### src/rtl/acc_control_fsm_if.sv
// Control bundle between the accumulator control FSM (master) and the datapath (slave).
// The FSM consumes opcode, zero and ext_valid, and drives every strobe and select.
interface acc_control_fsm_if #(
   parameter int OPCODE_WIDTH = 5,
   parameter int STATE_WIDTH  = 4
);
   logic [OPCODE_WIDTH-1:0] opcode;
   logic                    zero;
   logic                    ext_valid;
   logic                    ir_load;
   logic                    pc_inc;
   logic                    pc_load;
   logic                    dmem_wr;
   logic                    sel_B;
   logic                    sel_imm;
   logic [1:0]              alu_op;
   logic                    acc_load;
   logic                    out_load;
   logic                    ext_ack;
   logic                    halted;
   logic [STATE_WIDTH-1:0]  state_out;

   modport master (
      input  opcode, zero, ext_valid,
      output ir_load, pc_inc, pc_load, dmem_wr, sel_B, sel_imm, alu_op,
             acc_load, out_load, ext_ack, halted, state_out
   );

   modport slave (
      output opcode, zero, ext_valid,
      input  ir_load, pc_inc, pc_load, dmem_wr, sel_B, sel_imm, alu_op,
             acc_load, out_load, ext_ack, halted, state_out
   );
endinterface

### src/rtl/acc_control_fsm.sv
// Multi-cycle fetch/decode/execute sequencer for the 16-bit accumulator datapath.
// Moore outputs are decoded from state plus the opcode latched in DECODE.
module acc_control_fsm #(
   parameter int OPCODE_WIDTH = 5,
   parameter int STATE_WIDTH  = 4
) (
   input  logic            clk,
   input  logic            reset,
   acc_control_fsm_if.master bus
);
   localparam logic [STATE_WIDTH-1:0] S_FETCH   = STATE_WIDTH'(0);
   localparam logic [STATE_WIDTH-1:0] S_DECODE  = STATE_WIDTH'(1);
   localparam logic [STATE_WIDTH-1:0] S_MEM_RD  = STATE_WIDTH'(2);
   localparam logic [STATE_WIDTH-1:0] S_EXEC    = STATE_WIDTH'(3);
   localparam logic [STATE_WIDTH-1:0] S_STORE   = STATE_WIDTH'(4);
   localparam logic [STATE_WIDTH-1:0] S_WAIT_IN = STATE_WIDTH'(5);
   localparam logic [STATE_WIDTH-1:0] S_OUTPUT  = STATE_WIDTH'(6);
   localparam logic [STATE_WIDTH-1:0] S_JUMP    = STATE_WIDTH'(7);
   localparam logic [STATE_WIDTH-1:0] S_HALT    = STATE_WIDTH'(8);

   localparam logic [OPCODE_WIDTH-1:0] OP_HLT  = OPCODE_WIDTH'(0);
   localparam logic [OPCODE_WIDTH-1:0] OP_STO  = OPCODE_WIDTH'(1);
   localparam logic [OPCODE_WIDTH-1:0] OP_LD   = OPCODE_WIDTH'(2);
   localparam logic [OPCODE_WIDTH-1:0] OP_LDI  = OPCODE_WIDTH'(3);
   localparam logic [OPCODE_WIDTH-1:0] OP_ADD  = OPCODE_WIDTH'(4);
   localparam logic [OPCODE_WIDTH-1:0] OP_ADDI = OPCODE_WIDTH'(5);
   localparam logic [OPCODE_WIDTH-1:0] OP_SUB  = OPCODE_WIDTH'(6);
   localparam logic [OPCODE_WIDTH-1:0] OP_SUBI = OPCODE_WIDTH'(7);
   localparam logic [OPCODE_WIDTH-1:0] OP_IN   = OPCODE_WIDTH'(8);
   localparam logic [OPCODE_WIDTH-1:0] OP_OUT  = OPCODE_WIDTH'(9);
   localparam logic [OPCODE_WIDTH-1:0] OP_JMP  = OPCODE_WIDTH'(10);
   localparam logic [OPCODE_WIDTH-1:0] OP_BEQ  = OPCODE_WIDTH'(11);

   logic [STATE_WIDTH-1:0]  state_q, state_d;
   logic [OPCODE_WIDTH-1:0] opc_q, opc_d;

   always_ff @(posedge clk) begin
      if (reset) begin
         state_q <= S_FETCH;
         opc_q   <= '0;
      end else begin
         state_q <= state_d;
         opc_q   <= opc_d;
      end
   end

   // IR is valid from DECODE onward; hold its opcode for the execute-side states.
   assign opc_d = (state_q == S_DECODE) ? bus.opcode : opc_q;

   always_comb begin
      state_d = state_q;
      case (state_q)
         S_FETCH: state_d = S_DECODE;
         S_DECODE: begin
            case (bus.opcode)
               OP_HLT:                 state_d = S_HALT;
               OP_LD, OP_ADD, OP_SUB:  state_d = S_MEM_RD;
               OP_LDI, OP_ADDI, OP_SUBI: state_d = S_EXEC;
               OP_STO:                 state_d = S_STORE;
               OP_IN:                  state_d = S_WAIT_IN;
               OP_OUT:                 state_d = S_OUTPUT;
               OP_JMP:                 state_d = S_JUMP;
               OP_BEQ:                 state_d = bus.zero ? S_JUMP : S_FETCH;
               default:                state_d = S_FETCH;
            endcase
         end
         S_MEM_RD:  state_d = S_EXEC;
         S_EXEC:    state_d = S_FETCH;
         S_STORE:   state_d = S_FETCH;
         S_WAIT_IN: state_d = bus.ext_valid ? S_FETCH : S_WAIT_IN;
         S_OUTPUT:  state_d = S_FETCH;
         S_JUMP:    state_d = S_FETCH;
         S_HALT:    state_d = S_HALT;
         default:   state_d = S_FETCH;
      endcase
   end

   // Every strobe is forced low while reset is high so an abandoned instruction has no side effect.
   always_comb begin
      bus.ir_load  = 1'b0;
      bus.pc_inc   = 1'b0;
      bus.pc_load  = 1'b0;
      bus.dmem_wr  = 1'b0;
      bus.sel_B    = 1'b0;
      bus.sel_imm  = 1'b0;
      bus.alu_op   = 2'b00;
      bus.acc_load = 1'b0;
      bus.out_load = 1'b0;
      bus.ext_ack  = 1'b0;
      bus.halted   = 1'b0;
      if (!reset) begin
         case (state_q)
            S_FETCH: begin
               bus.ir_load = 1'b1;
               bus.pc_inc  = 1'b1;
            end
            S_EXEC: begin
               bus.acc_load = 1'b1;
               bus.sel_imm  = (opc_q == OP_LDI) || (opc_q == OP_ADDI) || (opc_q == OP_SUBI);
               case (opc_q)
                  OP_ADD, OP_ADDI: bus.alu_op = 2'b01;
                  OP_SUB, OP_SUBI: bus.alu_op = 2'b10;
                  default:         bus.alu_op = 2'b00;
               endcase
            end
            S_STORE: bus.dmem_wr = 1'b1;
            S_WAIT_IN: begin
               bus.sel_B    = 1'b1;
               bus.acc_load = bus.ext_valid;
               bus.ext_ack  = bus.ext_valid;
            end
            S_OUTPUT: bus.out_load = 1'b1;
            S_JUMP:   bus.pc_load  = 1'b1;
            S_HALT:   bus.halted   = 1'b1;
            default: ;
         endcase
      end
   end

   assign bus.state_out = reset ? '0 : state_q;
endmodule

### src/flat_wrapper.sv
// flat-port wrapper written by rule: the top's interface ports become plain ports
module acc_control_fsm_flat 
#(
   parameter int OPCODE_WIDTH = 5,
   parameter int STATE_WIDTH  = 4
)
  (clk, reset, bus_opcode, bus_zero, bus_ext_valid, bus_ir_load, bus_pc_inc, bus_pc_load, bus_dmem_wr, bus_sel_B, bus_sel_imm, bus_alu_op, bus_acc_load, bus_out_load, bus_ext_ack, bus_halted, bus_state_out);
  acc_control_fsm_if #(.OPCODE_WIDTH(OPCODE_WIDTH), .STATE_WIDTH(STATE_WIDTH)) bus_i ();
  input  logic clk;
  input  logic reset;
  input wire logic [$bits(bus_i.opcode)-1:0] bus_opcode;
  input wire logic [$bits(bus_i.zero)-1:0] bus_zero;
  input wire logic [$bits(bus_i.ext_valid)-1:0] bus_ext_valid;
  output wire logic [$bits(bus_i.ir_load)-1:0] bus_ir_load;
  output wire logic [$bits(bus_i.pc_inc)-1:0] bus_pc_inc;
  output wire logic [$bits(bus_i.pc_load)-1:0] bus_pc_load;
  output wire logic [$bits(bus_i.dmem_wr)-1:0] bus_dmem_wr;
  output wire logic [$bits(bus_i.sel_B)-1:0] bus_sel_B;
  output wire logic [$bits(bus_i.sel_imm)-1:0] bus_sel_imm;
  output wire logic [$bits(bus_i.alu_op)-1:0] bus_alu_op;
  output wire logic [$bits(bus_i.acc_load)-1:0] bus_acc_load;
  output wire logic [$bits(bus_i.out_load)-1:0] bus_out_load;
  output wire logic [$bits(bus_i.ext_ack)-1:0] bus_ext_ack;
  output wire logic [$bits(bus_i.halted)-1:0] bus_halted;
  output wire logic [$bits(bus_i.state_out)-1:0] bus_state_out;
  assign bus_i.opcode = bus_opcode;
  assign bus_i.zero = bus_zero;
  assign bus_i.ext_valid = bus_ext_valid;
  assign bus_ir_load = bus_i.ir_load;
  assign bus_pc_inc = bus_i.pc_inc;
  assign bus_pc_load = bus_i.pc_load;
  assign bus_dmem_wr = bus_i.dmem_wr;
  assign bus_sel_B = bus_i.sel_B;
  assign bus_sel_imm = bus_i.sel_imm;
  assign bus_alu_op = bus_i.alu_op;
  assign bus_acc_load = bus_i.acc_load;
  assign bus_out_load = bus_i.out_load;
  assign bus_ext_ack = bus_i.ext_ack;
  assign bus_halted = bus_i.halted;
  assign bus_state_out = bus_i.state_out;
  acc_control_fsm #(.OPCODE_WIDTH(OPCODE_WIDTH), .STATE_WIDTH(STATE_WIDTH)) u_core (.clk(clk), .reset(reset), .bus(bus_i));
endmodule
### config.mk
export PLATFORM = sky130hd
export DESIGN_NAME = acc_control_fsm_flat
export DESIGN_NICKNAME = d
export VERILOG_FILES = /design/src/rtl/acc_control_fsm_if.sv /design/src/rtl/acc_control_fsm.sv /design/src/flat_wrapper.sv
export SDC_FILE = /design/constraint.sdc
export NUM_CORES = 1
export LEC_CHECK = 0
export BUFFER_PORTS_ARGS = -buffer_cell sky130_fd_sc_hd__buf_2
export CORE_MARGIN = 5
export CORE_UTILIZATION = 42
export DETAILED_ROUTE_END_ITERATION = 10
export PLACE_DENSITY_LB_ADDON = 0.1
export SLEW_MARGIN = 40
export SYNTH_ARGS = -nofsm -noshare
export SYNTH_HDL_FRONTEND = slang
export SYNTH_SLANG_ARGS = --single-unit
### constraint.sdc
create_clock -name clk -period 1.3 [get_ports clk]
set_input_delay 0.195 -clock clk [delete_from_list [all_inputs] [get_ports clk]]
set_output_delay 0.195 -clock clk [all_outputs]
set_load 0.01 [all_outputs]
# After elaboration in Yosys (flattened, before gate mapping)
# Cells that the tools add are included.
# classes
eq_ne	24
muxes	26
reduce_logical	8
# ops
operator	count
equality test 5 x 3 -> 1 bit (second input constant)	8
case mux 4 bit (8 select lines)	1
equality test 5 x 4 -> 1 bit (second input constant)	4
case mux 4 bit (5 select lines)	1
two-way mux 1 bit	17
equality test 4 x 3 -> 1 bit (second input constant)	4
equality test 5 x 2 -> 1 bit (second input constant)	3
equality test 4 x 2 -> 1 bit (second input constant)	2
two-way mux 3 bit	2
OR reduction 3 bit	2
equality test 5 x 1 -> 1 bit (second input constant)	1
logical NOT 5 bit	1
equality test 4 x 1 -> 1 bit (second input constant)	1
equality test 4 bit (second input constant)	1
logical NOT 4 bit	1
two-way mux 2 bit	2
two-way mux 4 bit	1
case mux 2 bit (2 select lines)	1
OR reduction 2 bit	2
logical OR 1 bit	2
case mux 1 bit (2 select lines)	1
# totals
regBits	9
input_bits	9
elab_cells	60

# Longest topological paths before layout
# logic_depth
ltp_word	5
mapped_depth	5
ltp_nobuf	3

# Least setup slack after synthesis
# OpenSTA, ideal clock, no wires.
# synth_timing
path_kind	reg-to-output
startpoint	register u_core.state_q[1]
endpoint	output port bus_pc_inc
arrival_ps	1345
required_ps	1105
path_slack_ps	-240
path_stages_with_launch	5
path_cell_list	dfxtp_1 buf_4 or4_1 nor2_1 buf_4
# synth_via
elab_chain_cells	3
# synth_rtl
item	line_no	text
start, declared	acc_control_fsm.sv:34	logic [STATE_WIDTH-1:0] state_q, state_d;
start signal, assigned	acc_control_fsm.sv:42	state_q <= state_d;
logical NOT 4 bit	-	
two-way mux 1 bit (2 in a row)	-	
end, declared	flat_wrapper.sv:15	output wire logic [$bits(bus_i.pc_inc)-1:0] bus_pc_inc;
# Every way passes these cells.

# Worst setup path after layout
# layout_timing
startpoint	register u_core.state_q[2]
endpoint	output port bus_pc_inc
# layout_via
elab_chain_cells	3
# layout_rtl
item	line_no	text
logical NOT 4 bit	acc_control_fsm.sv:92	case (state_q)
two-way mux 1 bit	acc_control_fsm.sv:92	
two-way mux 1 bit	acc_control_fsm.sv:91	if (!reset) begin
# Every way passes these cells.

==> results by group <==
Clock tree
  • CTS Hold Bufs: 0
  • CTS max path bufs: 2
  • Total CTS buffers: 3
  • CTS Sinks: 9
  • Clock Tree Root: clkbuf_4
  • CTS tree: done
  • H-tree depth: 1
  • Clk pin slew, worst setup/hold paths: 60 ps
  • Latest clock arrival within the worst-skew pair: 260 ps

Die
  • Top-Level Pins: 25
  • Row count: 14
  • Initial core utilization: 43.9%
  • Die Ht: 49.4 um
  • Core area: 1490 sq um
  • Die width: 49.4 um
  • Die Area: 2440 sq um

Global route
  • Gr usage total: 16.7%
  • Pin count of the biggest net entering global routing: 8
  • Antenna violations before repair: 0
  • Vias in the first global route: 748
  • Gr ovfl total: 0
  • First-pass GRT wire length: 3280 um

Detailed routing
  • Vias: 716
  • Pre-antenna DRT Iters: 4
  • Final ANT Viol Nets: 0
  • Drt total wl: 1910 um
  • Iteration-0 DRC Markers: 5
  • Post-route DRC: 0
  • Vias per cell: 5.34
  • WL/cell: 14.3 um

Setup path
  • Max incr delay on CP: 540 ps
  • Reg-to-reg slack, setup: -180 ps
  • Max FO, Critical Path: 5
  • Crit path DAT: 1380 ps
  • Critical Path Sink Type: primary output
  • Critical path class: register to primary output
  • CP Cell Sequence: or4_4 > nor2_4 > buf_6
  • Critical path's slowest cell: or4_4
  • Required @ worst endpoint: 1110 ps
  • Startpoint types: register

Layout
  • FF+latch area: 193 sq um
  • Nets@finish: 128
  • Fin area: 1120 sq um
  • Layout cells sized above 1: 63.6%
  • Area Overhead vs Synth: 71.6%
  • Commonest cells after routing, fill and taps aside: buf_2 (19), buf_4 (17), nor2_1 (10), buf_6 (10)
  • Antenna diodes: 0
  • Filler Cell Count: 112
  • Most common cell after layout, fill and taps aside: buf_2
  • Non-filler cells, final: 134
  • Final Core Density: 75.3%
  • Area of the multi-input gates: 527 sq um

Flow run
  • MaxCap Viol Count: 0

Timing
  • Setup-failing EPs final: 21
  • Fin crit share: 121%
  • Total negative slack: -3420 ps
  • RSZ-0062 raised after global routing: true
  • Worst-Margin Slew: 460 ps
  • Fmax: 635 MHz
  • Fin. Hold Viols: 0
  • Setup slack after layout: -274 ps
  • Slew headroom: 69.3%
  • Final min period: 1570 ps
  • Final Max Slew Viols: 0
  • Setup Skew: 7.27 ps

Synth
  • Post-Syn Area: 653 sq um
  • Synth Net Count: 83
  • Sequential fraction of the synthesis area: 27.6%
  • Post-synth top flop: dfxtp_1
  • FF+latch count, synth: 9
  • Ys async rst share: 0%
  • Post-synth cell types: 31
  • Gate Count Post-Synth: 74
  • Ys Warns: 0
  • Syn avg cell area: 8.83 sq um
  • Post-synth EDFFs: 0

Placed design
  • Dpl cell area: 871 sq um
  • I/O Buffers: 24
  • Setup WS pre-CTS: -57.5 ps
  • GPL Wtd Cong: 0.761
  • Inst Count DP: 121
  • Post-DP HPWL: 1370 um

Min path
  • Worst Hold Class: input port to register

Power
  • Peak supply drop: 522 uV
  • Pleak: 0.550 nW
  • Pwr Density: 800 nW/um^2

Outcome
  • Failing checks: negative setup slack
  • Status: finished, violations left
==> Yosys cell counts (all sizes together), types with 2 or more instances <==
library cell / count / area share, %
nor2: 11 / 6.3
buf: 7 / 8.0
dfxtp: 9 / 28
o21ba: 2 / 3.1
and3: 5 / 4.8
mux2i: 5 / 7.7
nor3b: 5 / 7.3
nor2b: 4 / 3.8
nand3: 4 / 3.1
nor4b: 2 / 5.9
a31oi: 4 / 3.8
nor3: 2 / 1.5
==> final cells by class <==
| class | instances | share of cell area [%] |
|---|---|---|
| multi-input cells | 58 | 47.0 |
| repair buffers | 47 | 31.7 |
| flip-flops and latches | 9 | 17.2 |
| clock buffers | 4 | 2.34 |
| well taps | 16 | 1.79 |
==> per-layer routing <==
| layer | part of all wire (%) | up-vias | GRT usage (%) | routed length (um) |
|---|---|---|---|---|
| li1 | - | 357 | - | - |
| met1 | 41 | 332 | 17.2 | 774 |
| met2 | 50 | 23 | 30.0 | 963 |
| met3 | 6.9 | 4 | 4.28 | 131 |
| met4 | 2.1 | 0 | 9.17 | 41 |
| met5 | 0 | - | 0 | 0 |
==> final timing paths <==
kind / start / to / cells after the start
worst max register to register: u_core.state_q[3]$_SDFF_PP0_ / u_core.state_q[2]$_SDFF_PP0_ / 6
worst min register to register: u_core.opc_q[3]$_SDFFE_PP0P_ / u_core.opc_q[3]$_SDFFE_PP0P_ / 2
worst max-delay path: u_core.state_q[2]$_SDFF_PP0_ / bus_pc_inc / 3
worst min-delay path: bus_opcode[2] / u_core.opc_q[2]$_SDFFE_PP0P_ / 3
==> sequential cells by signal, summed over array words and instances (netlist names) <==
register / cells
u_core.opc_q: 5
u_core.state_q: 4
==> power breakdown <==
group          internal [mW]  switching [mW]
Combinational          0.202           0.154
Sequential             0.297          0.0243
Clock                  0.118           0.101
==> critical path, delay by kind of cell, from the launching register on <==
family	cells	cell delay (ps)
flip-flops	1	360
AND/OR/NAND/NOR	2	660
buffers and inverters	1	110
==> metrics by stage <==
step / total power [mW] / hold slack [ps]
final: 0.897 / 237
after global routing: 0.950 / 263
after CTS: 0.895 / 236
after detailed placement: 0.601 / 489
after global placement: 0.597 / 474
after floorplan: 0.514 / 342
==> repair_timing <==
action,in CTS,in global routing
gates cloned,1,0
resized for setup,30,4
setup endpoints to repair,21,22
pin swaps,11,4
buffers inserted,5,3
==> cells by family (layout without fill, tap and decap cells) <==
family | after synthesis | count (layout) | share of synthesized area [%]
buffers and inverters | 7 | 51 | 8.04
multiplexers | 5 | 5 | 7.66
flip-flops | 9 | 9 | 27.6
AO/OA/AOI/OAI | 11 | 11 | 13.4
AND/OR/NAND/NOR | 42 | 42 | 43.3
(Power assumes the default switching activity.)
